==> config.mk <==
export PLATFORM = sky130hd
export DESIGN_NAME = fir_decim_buffer
export DESIGN_NICKNAME = d
export VERILOG_FILES = /design/src/rtl/fir_decim_buffer.sv
export SDC_FILE = /design/constraint.sdc
export NUM_CORES = 1
export LEC_CHECK = 0
export ABC_AREA = 1
export CAP_MARGIN = 20
export CELL_PAD_IN_SITES_DETAIL_PLACEMENT = 1
export CELL_PAD_IN_SITES_GLOBAL_PLACEMENT = 1
export CORE_MARGIN = 2
export CORE_UTILIZATION = 51
export DETAILED_ROUTE_END_ITERATION = 10
export PLACE_DENSITY_LB_ADDON = 0.1
export SYNTH_ARGS = -nofsm -noshare
export SYNTH_HDL_FRONTEND = slang
export SYNTH_SLANG_ARGS = --single-unit
==> constraint.sdc <==
create_clock -name clk -period 4.97 [get_ports clk]
set_clock_uncertainty 0.2 [all_clocks]
set_input_delay 0.994 -clock clk [delete_from_list [all_inputs] [get_ports clk]]
set_output_delay 0.994 -clock clk [all_outputs]
set_load 0.005 [all_outputs]
==> src/rtl/fir_decim_buffer.sv <==
// Decimating averager for an FIR output stream: every N input samples are
// summed and truncated to their mean, then queued in a D-entry FIFO for a ready/valid consumer.
module fir_decim_buffer #(
    parameter int DW         = 16,
    parameter int DECIM_LOG2 = 2,
    parameter int DEPTH_LOG2 = 3
) (
    input  logic                  clk,
    input  logic                  reset,
    input  logic                  in_valid,
    input  logic [DW-1:0]         in_data,
    output logic                  out_valid,
    input  logic                  out_ready,
    output logic [DW-1:0]         out_data,
    output logic [DEPTH_LOG2:0]   fifo_count,
    output logic                  overflow
);

    localparam int AW = DW + DECIM_LOG2;
    localparam int D  = 1 << DEPTH_LOG2;

    localparam logic [DECIM_LOG2-1:0] PHASE_LAST = {DECIM_LOG2{1'b1}};
    localparam logic [DEPTH_LOG2:0]   COUNT_FULL = (DEPTH_LOG2 + 1)'(D);
    localparam logic [DEPTH_LOG2:0]   COUNT_ONE  = (DEPTH_LOG2 + 1)'(1);
    localparam logic [DEPTH_LOG2-1:0] PTR_ONE    = DEPTH_LOG2'(1);
    localparam logic [DECIM_LOG2-1:0] PHASE_ONE  = DECIM_LOG2'(1);

    // Mean of N samples: the sum is AW bits wide, so dropping the low bits
    // leaves exactly DW bits and no overflow can occur.
    function automatic logic [DW-1:0] trunc_avg(input logic [AW-1:0] sum);
        trunc_avg = sum[AW-1:DECIM_LOG2];
    endfunction

    logic [AW-1:0]         acc_p0;
    logic [DECIM_LOG2-1:0] phase_p0;
    logic [AW-1:0]         sum_p0;
    logic [DW-1:0]         res_p0;
    logic                  vld_p0;

    logic [DW-1:0]         mem [D];
    logic [DEPTH_LOG2-1:0] wr_ptr;
    logic [DEPTH_LOG2-1:0] rd_ptr;
    logic [DEPTH_LOG2:0]   count;
    logic                  full;
    logic                  pop;
    logic                  push;

    // ---- stage 0: accumulate and decimate ----
    assign sum_p0 = acc_p0 + {{DECIM_LOG2{1'b0}}, in_data};
    assign res_p0 = trunc_avg(sum_p0);
    assign vld_p0 = in_valid && (phase_p0 == PHASE_LAST);

    always_ff @(posedge clk or posedge reset) begin
        if (reset) begin
            acc_p0   <= '0;
            phase_p0 <= '0;
        end else if (in_valid) begin
            if (phase_p0 == PHASE_LAST) begin
                acc_p0   <= '0;
                phase_p0 <= '0;
            end else begin
                acc_p0   <= sum_p0;
                phase_p0 <= phase_p0 + PHASE_ONE;
            end
        end
    end

    // ---- stage 1: circular FIFO ----
    assign full       = (count == COUNT_FULL);
    assign out_valid  = (count != '0);
    assign pop        = out_valid && out_ready;
    // A full FIFO still takes the new result when the head leaves this cycle.
    assign push       = vld_p0 && (!full || pop);
    assign out_data   = mem[rd_ptr];
    assign fifo_count = count;

    always_ff @(posedge clk) begin
        if (push && !reset) begin
            mem[wr_ptr] <= res_p0;
        end
    end

    always_ff @(posedge clk or posedge reset) begin
        if (reset) begin
            wr_ptr   <= '0;
            rd_ptr   <= '0;
            count    <= '0;
            overflow <= 1'b0;
        end else begin
            if (push) begin
                wr_ptr <= wr_ptr + PTR_ONE;
            end
            if (pop) begin
                rd_ptr <= rd_ptr + PTR_ONE;
            end
            case ({push, pop})
                2'b10:   count <= count + COUNT_ONE;
                2'b01:   count <= count - COUNT_ONE;
                default: count <= count;
            endcase
            if (vld_p0 && !push) begin
                overflow <= 1'b1;
            end
        end
    end

endmodule
==> qor.yml <==
max_freq_mhz: 248.5
regArea_um2: 4621
ant_nets: 0
internal_power_uw: 3540
min_period_ps: 4024
peakVddDrop_uv: 301.6
grtUsageTotal: 0.2738
via_per_inst: 5.736
core_area_um2: 13880
async_reset_ff_frac: 0.1950
clkPwrFrac: 0.233
grt_pass1_wl_um: 30300
drtIter0Drc: 480
globalplace.congestion: 0.8574
grt_pass1_vias: 5699
combPwrFrac: 0.418
status: "complete, no violations"
post_drt_wl_per_cell_um: 20.90
grt.overflow.total: 0
antenna_found_initial: 0
path_buf_inv: 3
cp_top_family: "buffers and inverters"
seqPwrFrac: 0.350
crit_slowest_cell: "inv_2"
worst_slew_pin_slew_ps: 861.3
multi_input_area_um2: 2354
required_ps: 3780
cts_hold_buf: 0
rr_startpoint: "acc_p0[0]"
critPathCaptureType: "output pin"
hp-start: "acc_p0[14]"
reg2regPathDepth: 8
die_y_um: 123.3
leakagePower_uw: 0.003308
ctsResizeCount: 0
io_buffers: 41
ys_warn_count: 0
synth_edf_count: 128
syn_area_per_cell_um2: 10.42
cts_tree: "built"
h-tree-depth: 4
drc_errors: 0
cts_buffers: 17
r2r_end: "mem[6][6]"
netlist_instances: 696
path_max_fanout: 45
tns_ps: 0
powerDensity_nw_per_um2: 678.7
finalHoldViolations: 0
synth_nets: 739
ys.flop_type: "edfxtp_1"
cts_buffer_depth: 2
synth_most_common_cell: "nor2_1"
slew_violations: 0
crit_start: "rd_ptr[0]"
critPathMaxStageDelay_ps: 540
hpwl_um: 12060
worstSetupStartpointType: "flip-flop"
maxSlewHeadroom: 0.4237
die_w_um: 123.3
cts-root-buf: "clkbuf_16"
dieArea_um2: 15190
nets: 787
synth_area_leaders: "edfxtp_1, dfrtp_1, nor2_1, nand2_1, o21ai_0"
final.fill_count: 1515
cap_violations: 0
crit_type: "flip-flop to output pin"
fin_crit_sh: 0.8097
area_growth_pct: 17.01
crit_arrival_ps: 2830
drive_gt1_frac: 0.07530
crit_path_end: "out_data[3]"
worstPathCellList: "inv_2, buf_4, o21ai_0, o22ai_1, nor2_1, a31oi_1, clkdlybuf4s50_1"
cts_sinks: 159
path_depth: 7
worstHoldPathType: "flip-flop to flip-flop"
cts_setup_buffers: 0
drt-total-wl_um: 19580
design.portCount: 42
switching_share: 0.3855
clk_pin_slew_ps: 70
synth-seq-cells: 159
yosysTopAreaCell: "edfxtp_1"
drt-pass1-iter-count: 5
grt_max_degree: 66
rsz0062_at_grt: "false"
rows: 43
yosys-top-cells-count: "nor2_1, edfxtp_1, nand2_1, o21ai_0, inv_1"
start_util: 0.5226
total_power_uw: 5761
ff2ff_setup_slack_ps: 2480
power_switching_uw: 2221
insertedDiodeCount: 0
clock_latency_ps: 430
syn_area_um2: 7254
synth_seq_area_share: 0.6368
setup_viol: 0
synth.distinct_cells: 30
vias: 5375
yosysTopAreaCellShare: 0.5298
## routing by layer
metal,GRT usage,wire length (µm),part of all wire,vias up
li1,-,-,-,2493
met1,0.3368,8191,0.42,2700
met2,0.4705,10010,0.51,142
met3,0.05397,804,0.041,40
met4,0.1172,574,0.029,0
met5,0,0,0,-
## tightest hold or removal path, delay by kind of cell, from the launching register on
family	cells	cell delay, ps
AND/OR/NAND/NOR	2	100
flip-flops	1	340
## flip-flops by register name, indices dropped and copies added, names as in the netlist
name and flops:
overflow 1, acc_p0 18, fifo_count 4, phase_p0 2, wr_ptr 3, rd_ptr 3, mem 128
## cell usage in the layout, fill, tap and decap left out, types with 3 or more instances in the layout
cell type / Yosys / final
a21oi_1: 17 / 17
o22ai_1: 16 / 16
nand3_1: 24 / 24
clkdlybuf4s50_1: 0 / 41
inv_1: 42 / 42
inv_2: 3 / 3
ha_1: 21 / 21
clkinv_4: 0 / 4
or2_2: 3 / 3
bufinv_16: 0 / 3
xor2_1: 5 / 5
and2_1: 11 / 11
a31oi_1: 17 / 17
edfxtp_1: 128 / 128
clkbuf_16: 0 / 17
a22o_1: 3 / 3
dfrtp_1: 31 / 30
o21ai_0: 78 / 78
nand2_1: 109 / 109
buf_4: 0 / 15
xnor2_1: 7 / 7
nand3b_1: 4 / 4
nor2_1: 138 / 138
clkinv_2: 0 / 3
## worst min path at each step
stage	end	slack [ps]	cells after the start
floorplan	phase_p0[1]	250	2
global placement	phase_p0[1]	260	2
detailed placement	acc_p0[14]	270	2
CTS	acc_p0[14]	290	2
global route	phase_p0[1]	300	2
finish	acc_p0[14]	280	2
## logic make-up after synthesis
family	count (synthesis)	share of synthesized area
and+or+nand+nor	296	0.1678
DFF	159	0.6368
buffers and inverters	72	0.03881
xor gates and xnor gates	12	0.01449
adders and majority gates	23	0.04174
AOI/OAI and AO/OA	134	0.1004
## area by class of cell
class,count,area share
Clock buffer,18,0.05056
Clock inverter,14,0.01975
Inverter,45,0.01990
Multi-Input combinational cell,465,0.2773
Sequential cell,159,0.5444
Tap cell,180,0.02653
Timing Repair Buffer,56,0.06162
## power by group through the flow
stage,Combinational [µW],Clock (µW),Sequential (µW)
after floorplan,1480,0,2010
after global placement,2200,0,2020
after detailed placement,2350,0,2030
after CTS,2410,1350,2010
after global routing,2670,1410,2030
final,2410,1340,2010
## stage by stage
| stage | std cells | utilization | cell area [µm²] | hold slack [ps] | setup slack [ps] |
|---|---|---|---|---|---|
| 3_3_place_gp | 905 | 0.5685 | 7891 | 257.6 | 1577 |
| 4_1_cts | 937 | 0.6115 | 8488 | 288.4 | 939.2 |
| 5_1_grt | 937 | 0.6115 | 8488 | 299.8 | 796.2 |
| 6_report | 937 | 0.6115 | 8488 | 280.5 | 945.9 |
| 3_5_place_dp | 905 | 0.5685 | 7891 | 271.2 | 1384 |
| 2_1_floorplan | 696 | - | 7254 | 245.9 | 1720 |
No activity file was read; power rests on OpenSTA's default activity.
